===== src/rtl/pc_seq_pkg.sv =====
// Shared constants, state encoding and program base lookup for the PC sequencer.
package pc_seq_pkg;

  localparam int PC_W       = 12;
  localparam int LUT_AW     = 5;
  localparam int NUM_LABELS = 7;

  localparam int P0_BASE = 0;
  localparam int P1_BASE = 150;
  localparam int P2_BASE = 620;

  typedef enum logic [1:0] {
    ST_IDLE = 2'd0,
    ST_RUN  = 2'd1,
    ST_DONE = 2'd2
  } state_e;

  // Only selects 0..2 are legal; callers screen out 3 before using the result.
  function automatic logic [PC_W-1:0] prog_base(input logic [1:0] sel);
    case (sel)
      2'd1:    return PC_W'(P1_BASE);
      2'd2:    return PC_W'(P2_BASE);
      default: return PC_W'(P0_BASE);
    endcase
  endfunction

endpackage


===== src/rtl/pc_sequencer_lut.sv =====
// Label lookup table: maps a label index to its absolute branch/jump target.
module pc_sequencer_lut
  import pc_seq_pkg::*;
(
  input  logic [LUT_AW-1:0] addr,
  output logic [PC_W-1:0]   Target
);

  // Indices at or above NUM_LABELS are unpopulated; the sequencer flags them before use.
  always_comb begin
    case (addr)
      5'd0:    Target = 12'd5;
      5'd1:    Target = 12'd42;
      5'd2:    Target = 12'd351;
      5'd3:    Target = 12'd700;
      5'd4:    Target = 12'd1000;
      5'd5:    Target = 12'd2047;
      5'd6:    Target = 12'd4095;
      default: Target = '0;
    endcase
  end

endmodule


===== src/rtl/pc_sequencer.sv =====
// Program-counter controller: owns the PC, runs the IDLE/RUN/DONE handshake with the
// harness and resolves branch/jump targets through the label LUT.
module pc_sequencer
  import pc_seq_pkg::*;
(
  input  logic              Clk,
  input  logic              Reset,
  input  logic              Start,
  input  logic [1:0]        ProgSel,
  input  logic              Stall,
  input  logic              Jump_en,
  input  logic              Branch_en,
  input  logic              Cond,
  input  logic [LUT_AW-1:0] LutAddr,
  input  logic              Halt_in,
  output logic [PC_W-1:0]   PC,
  output logic              Fetch_vld,
  output logic              Done,
  output logic              Err
);

  state_e            state_q, state_d;
  logic [PC_W-1:0]   pc_q, pc_d;
  logic              done_q, done_d;
  logic              err_q, err_d;
  logic [PC_W-1:0]   lut_target;
  logic              take;
  logic              label_ok;

  pc_sequencer_lut u_lut (
    .addr   (LutAddr),
    .Target (lut_target)
  );

  assign take     = Jump_en | (Branch_en & Cond);
  assign label_ok = LutAddr < LUT_AW'(NUM_LABELS);

  always_comb begin
    // NOTE: every target gets a default hold value first so no path leaves it unassigned,
    // which would otherwise infer a latch.
    state_d = state_q;
    pc_d    = pc_q;
    done_d  = done_q;
    err_d   = err_q;
    case (state_q)
      ST_IDLE: begin
        if (Start) begin
          if (ProgSel != 2'd3) begin
            pc_d    = prog_base(ProgSel);
            state_d = ST_RUN;
          end else begin
            err_d   = 1'b1;
            done_d  = 1'b1;
            state_d = ST_DONE;
          end
        end
      end
      ST_RUN: begin
        // Halt wins over any same-cycle jump; a stalled cycle drops all controls.
        if (!Stall) begin
          if (Halt_in) begin
            done_d  = 1'b1;
            state_d = ST_DONE;
          end else if (take) begin
            if (label_ok) begin
              pc_d = lut_target;
            end else begin
              err_d   = 1'b1;
              done_d  = 1'b1;
              state_d = ST_DONE;
            end
          end else begin
            pc_d = pc_q + PC_W'(1);
          end
        end
      end
      ST_DONE: begin
        if (!Start) begin
          done_d  = 1'b0;
          err_d   = 1'b0;
          state_d = ST_IDLE;
        end
      end
      default: state_d = ST_IDLE;
    endcase
  end

  // NOTE: sequential state uses non-blocking assignments so all registers update together
  // from values sampled before the edge.
  always_ff @(posedge Clk) begin
    if (!Reset) begin
      state_q <= ST_IDLE;
      pc_q    <= '0;
      done_q  <= 1'b0;
      err_q   <= 1'b0;
    end else begin
      state_q <= state_d;
      pc_q    <= pc_d;
      done_q  <= done_d;
      err_q   <= err_d;
    end
  end

  assign PC        = pc_q;
  assign Done      = done_q;
  assign Err       = err_q;
  assign Fetch_vld = (state_q == ST_RUN) && !Stall;

endmodule


===== config.mk =====
export PLATFORM = sky130hd
export DESIGN_NAME = pc_sequencer
export DESIGN_NICKNAME = d
export VERILOG_FILES = /design/src/rtl/pc_seq_pkg.sv /design/src/rtl/pc_sequencer_lut.sv /design/src/rtl/pc_sequencer.sv
export SDC_FILE = /design/constraint.sdc
export NUM_CORES = 1
export LEC_CHECK = 0
export BUFFER_PORTS_ARGS = -buffer_cell sky130_fd_sc_hd__buf_2
export CAP_MARGIN = 20
export CORE_MARGIN = 2
export CORE_UTILIZATION = 48
export DETAILED_ROUTE_END_ITERATION = 8
export GPL_TIMING_DRIVEN = 0
export PLACE_DENSITY = 0.85
export SLEW_MARGIN = 5
export SYNTH_ARGS = -nofsm -noshare
export SYNTH_HDL_FRONTEND = slang
export SYNTH_SLANG_ARGS = --single-unit

===== constraint.sdc =====
create_clock -name Clk -period 1.7 [get_ports Clk]
set_input_delay 0.085 -clock Clk [delete_from_list [all_inputs] [get_ports Clk]]
set_output_delay 0.085 -clock Clk [all_outputs]
set_load 0.005 [all_outputs]

=== Yosys cells after proc, flatten, opt, wreduce, memory -nomap -nowiden ===
Cells that the tools add are included.

* Logic and storage cells: 68
* Flip-flop bits (word level): 16

* $add $sub $neg: 1
* Reduce and logical (&&, ||, !) cells: 10
* Magnitude comparators: 1
* Eq/ne operators: 22
* Bitwise logic cells: 2
* Muxes and demuxes: 28

{| class="wikitable"
|+ Operator list
! cell !! number
|-
| 12-bit one-hot mux with 7 select lines || 1
|-
| 12-bit 2-to-1 mux || 6
|-
| 12-bit one-hot mux with 2 select lines || 1
|-
| 10-bit one-hot mux with 2 select lines || 1
|-
| 2-bit != test, second input constant || 9
|-
| 5-bit by 3-bit equality test with 1-bit output, second input constant || 3
|-
| 2-bit 2-to-1 mux || 7
|-
| 12-bit by 1-bit adder with 12-bit output, second input constant || 1
|-
| 5-bit by 2-bit equality test with 1-bit output, second input constant || 2
|-
| 1-bit 2-to-1 mux || 9
|-
| 3-bit != test, second input constant || 3
|-
| 8-bit AND reduction || 1
|-
| 7-bit AND reduction || 1
|-
| 1-bit one-hot mux with 3 select lines || 2
|-
| 2-bit one-hot mux with 3 select lines || 1
|-
| 6-bit AND reduction || 1
|-
| 5-bit by 1-bit equality test with 1-bit output, second input constant || 1
|-
| 5-bit zero test || 1
|-
| 5-bit by 3-bit less-than comparator with 1-bit output, second input constant || 1
|-
| 5-bit AND reduction || 1
|-
| 2-bit by 1-bit equality test with 1-bit output, second input constant || 2
|-
| 2-bit equality test, second input constant || 2
|-
| 3-bit nonzero test || 1
|-
| 2-bit zero test || 1
|-
| 5 further kinds || 5
|}

=== Longest topological paths before layout ===
* Depth in word-level cells: 7
* Depth in mapped cells: 6
* Depth with buffers taken out: 5

=== By module ===
A second synthesis with hierarchy kept.

* Cells, all modules: 181
* Area total of the unflattened synthesis: 1471.4 um^2

{| class="wikitable"
|+ By module, submodules not included
! module !! area an instance (um^2) !! instances !! cells an instance !! seq. area each (um^2)
|-
| pc_sequencer || 1268.7 || 1 || 154 || 320.3
|-
| pc_sequencer_lut || 202.7 || 1 || 27 || 0.0
|}

=== Worst setup path after synthesis ===
OpenSTA, ideal clock, no wires.

* Kind: register to register
* Start point: register state_q[1]
* End point: register pc_q[4] (netlist: PC[4])
* Clock period less this slack: 1.719 ns
* Path buffers: 1
* Cell stages (with the launch flop): 6
* Setup slack: -0.019 ns
* Data arrival time: 1.585 ns
* Cell sequence: dfxtp_1 or4b_4 a32o_2 buf_6 o211ai_1 o221ai_1

* Cells in the longest elaborated chain, start to end: 3

{| class="wikitable"
|+ Ends and longest elaborated chain
! element !! line !! RTL
|-
| from (decl) || pc_sequencer.sv:22 || <nowiki>state_e state_q, state_d;</nowiki>
|-
| from (signal assigned) || pc_sequencer.sv:97 || <nowiki>state_q <= state_d;</nowiki>
|-
| 2-bit by 1-bit equality test with 1-bit output or 2-bit zero test (tied branches) || pc_sequencer.sv:45 || <nowiki>case (state_q)</nowiki>
|-
| 3-bit != test (no line) (tied with other cells) || - ||
|-
| 6-bit AND reduction (no line) || - ||
|-
| to (signal assigned) || pc_sequencer.sv:98 || <nowiki>pc_q <= pc_d;</nowiki>
|-
| to (decl) || pc_sequencer.sv:23 || <nowiki>logic [PC_W-1:0] pc_q, pc_d;</nowiki>
|}

Several ways; a longest one is shown, not always the timed one.
A chain may end at the register's enable or synchronous reset.

=== Final worst setup path ===
* Start point: register state_q[0]
* End point: register pc_q[1] (netlist: PC[1])

The elaborated chain is that of the path after synthesis.

==> results.toml <==
[run_status]
status = "finished, violations left"
violations = "negative setup slack"

[yosys]
synth_compound_area_share_pct = 34.64
avgSynthCellArea_sq_um = 7.887
syn_nets = 177
yosysSeqAreaShare_pct = 25.70
synth_xor_area_share_pct = 3.514
synth-edff-count = 0
yosysWarnings = 0
synthMuxAreaShare_pct = 0
ys_seq_elements = 16
synth.distinct_cells = 51
synth_cells = 158
synth_ff_type = "dfxtp_1"
syn_area_sq_um = 1246
synth_top_family_by_area = "compound AO/OA/AOI/OAI gates"
synthAdderAreaFrac_pct = 4.016
synthSimpleGateAreaFrac_pct = 27.01
ys_async_sr_fraction_pct = 0

[clock_tree]
cts_made_buffers = 3
cts.hold.buffers_added = 0
cts_max_level = 1
clock-root-buffer = "clkbuf_4"
clock-sinks = 16
clk-insertion-delay-late_ns = 0.29
cts_tree = "built"
cts_buffer_depth = 2
path_clk_slew_ns = 0.09

[final_layout]
drive_above_1_share_pct = 28.79
seqCellArea_sq_um = 327.8
final_cell_area_sq_um = 1540
multi_input_area_sq_um = 882.1
areaGrowthSynthToFinish_pct = 23.59
final_nets = 219
fill_cells = 239
mostFrequentLayoutCell = "buf_2"
n_antenna_cell = 0
final_cell_mix = "buf_2, dfxtp_1, a21oi_1"

[floorplan]
core.rowCount = 18
die_h_um = 54.96
io_pins = 30
fp.dieArea_sq_um = 3020
start_util_pct = 50.30
die_w_um = 54.96
core_sq_um = 2477

[setup_path]
crit_fanout = 6
crit_start = "state_q[0]"
worstPathRequired_ns = 1.93
critPathCaptureType = "register"
r2r_cells = 5
crit_arrival_ns = 1.98
r2r_slack_ns = -0.06
startpoint_type = "register"
crit_path_end = "PC[1]"
reg2reg_from = "state_q[0]"
r2r_end = "PC[1]"
crit_type = "register to register"

[global_route]
grt_pass1_wl_um = 5678
first_global_vias = 1322
grt.overflow.total = 0
grt_max_degree = 11
grt_antenna_before_repair = 0
grt.total_usage_pct = 26.51

[pwr]
leakage_nw = 0.6219
vdd_drop_max_mv = 0.5391
power_uw = 949.5
powerDensity_nw_per_um2 = 616.5

[route]
postRouteAntennaNets = 0
routed_wl_um = 3656
first_pass_iters = 4
avgViaCountPerCell = 6.553
wl_per_cell_um = 16.04
drcViolationCount = 0
drt-initial-drc-count = 73
vias = 1494

[timing]
finClkSkew_ns = 0.001435
hold_viol = 0
worstMarginPinSlew_ns = 0.8606
setup_ws_ns = -0.05715
relSlewSlack_pct = 42.63
fmax_mhz = 569.1
period_minus_slack_ns = 1.757
finalSetupViolCount = 6
rsz0062_at_grt = "true"
slew_viol_final = 0
min_period_over_period_pct = 103.4

[placement]
pre_cts_slack_ns = -0.2086
placed_cell_area_sq_um = 1429
numPortBuffers = 29
routabilityCongestion = 0.8675
hpwl_um = 2595

[run]
max_cap_viol_count = 0

[hold_path]
hold_path.class = "primary input to register"
worst max-delay path, cell delays in order (launching register included):
cell	delay (ns)
dfxtp_2	0.35
or4b_4	0.52
a32o_2	0.31
buf_6	0.15
a211o_1	0.25
a21oi_2	0.12
stage by stage:
| step | hold slack (ns) | util, % | std cells | setup TNS, ns |
|---|---|---|---|---|
| finish | 0.08072 | 62.17 | 228 | -0.2380 |
| global placement | 0.3571 | 57.68 | 217 | -1.342 |
| floorplan | 0.2011 | - | 158 | 0 |
| detailed placement | 0.3877 | 57.68 | 217 | -1.536 |
| global route | 0.08053 | 62.17 | 228 | -0.6015 |
| CTS | 0.06707 | 60.66 | 226 | -0.1891 |
cell families after synthesis:
family | count (synthesis)
buf+inv | 15
compound gates | 58
flops | 16
simple gates | 60
fa+ha+maj | 4
xor+xnor | 5
routing by layer:
metal  up-vias  share of wire (%)  GRT usage [%]
met3        12                8.7          6.183
met2        88                 49          44.44
met4         0                3.0          13.41
met1       694                 39          31.47
li1        700                  -              -
met5         -                  0              0
sequential cells by signal (all words and copies together), names as in the netlist:
register  count
state_q       2
Done          1
PC           12
Err           1
cells in the mapped netlist (all sizes together), types with 2 or more instances:
master,count,area (sq um)
o311a,2,20.02
nor2,8,30.03
a211o,3,26.28
clkbuf,9,33.78
dfxtp,16,320.3
a21oi,13,68.82
inv,4,15.01
a32o,4,41.29
o211ai,2,15.01
a21o,2,15.01
nor3,5,25.02
o31ai,5,37.54
ha,4,50.05
o21a,2,15.01
nor4,3,18.77
or2,2,12.51
and3,5,31.28
a31oi,3,18.77
nor2b,2,12.51
or4b,2,27.53
nand2b,4,25.02
nor3b,2,15.01
nand2,10,37.54
o22ai,3,18.77
nand3,9,45.04
a22o,3,26.28
xnor2,4,35.03
o21ai,4,20.01
nand4,3,18.77
or4,2,15.01
cell type report:
class	count	share of cell area, %
tap	30	2.437
multi-input combinational	127	57.27
inverter	5	1.219
clock buffer	3	1.462
timing repair buffer	38	13.65
sequential	16	21.28
buffer	9	2.681
how the worst min path moves through the flow:
stage	slack (ns)	startpoint	to	cells after the start
2_1_floorplan	0.20	Stall	Fetch_vld	1
3_3_place_gp	0.36	Start	Err	2
3_5_place_dp	0.39	Start	Err	2
4_1_cts	0.07	Start	Err	2
5_1_grt	0.08	Start	Err	2
6_report	0.08	Start	Err	2
power by group:
part | internal (mW) | total [mW] | switching [mW]
registers | 0.400 | 0.432 | 0.0315
logic | 0.144 | 0.311 | 0.167
clock network | 0.0827 | 0.207 | 0.124
total | 0.626 | 0.949 | 0.323
timing repair:
action / in CTS / in global routing
cloned: 1 / 0
buffers inserted: 6 / 2
resized for setup: 4 / 7
setup endpoints to repair: 10 / 12
pin swaps: 4 / 3
No activity file was read; power rests on OpenSTA's default activity.
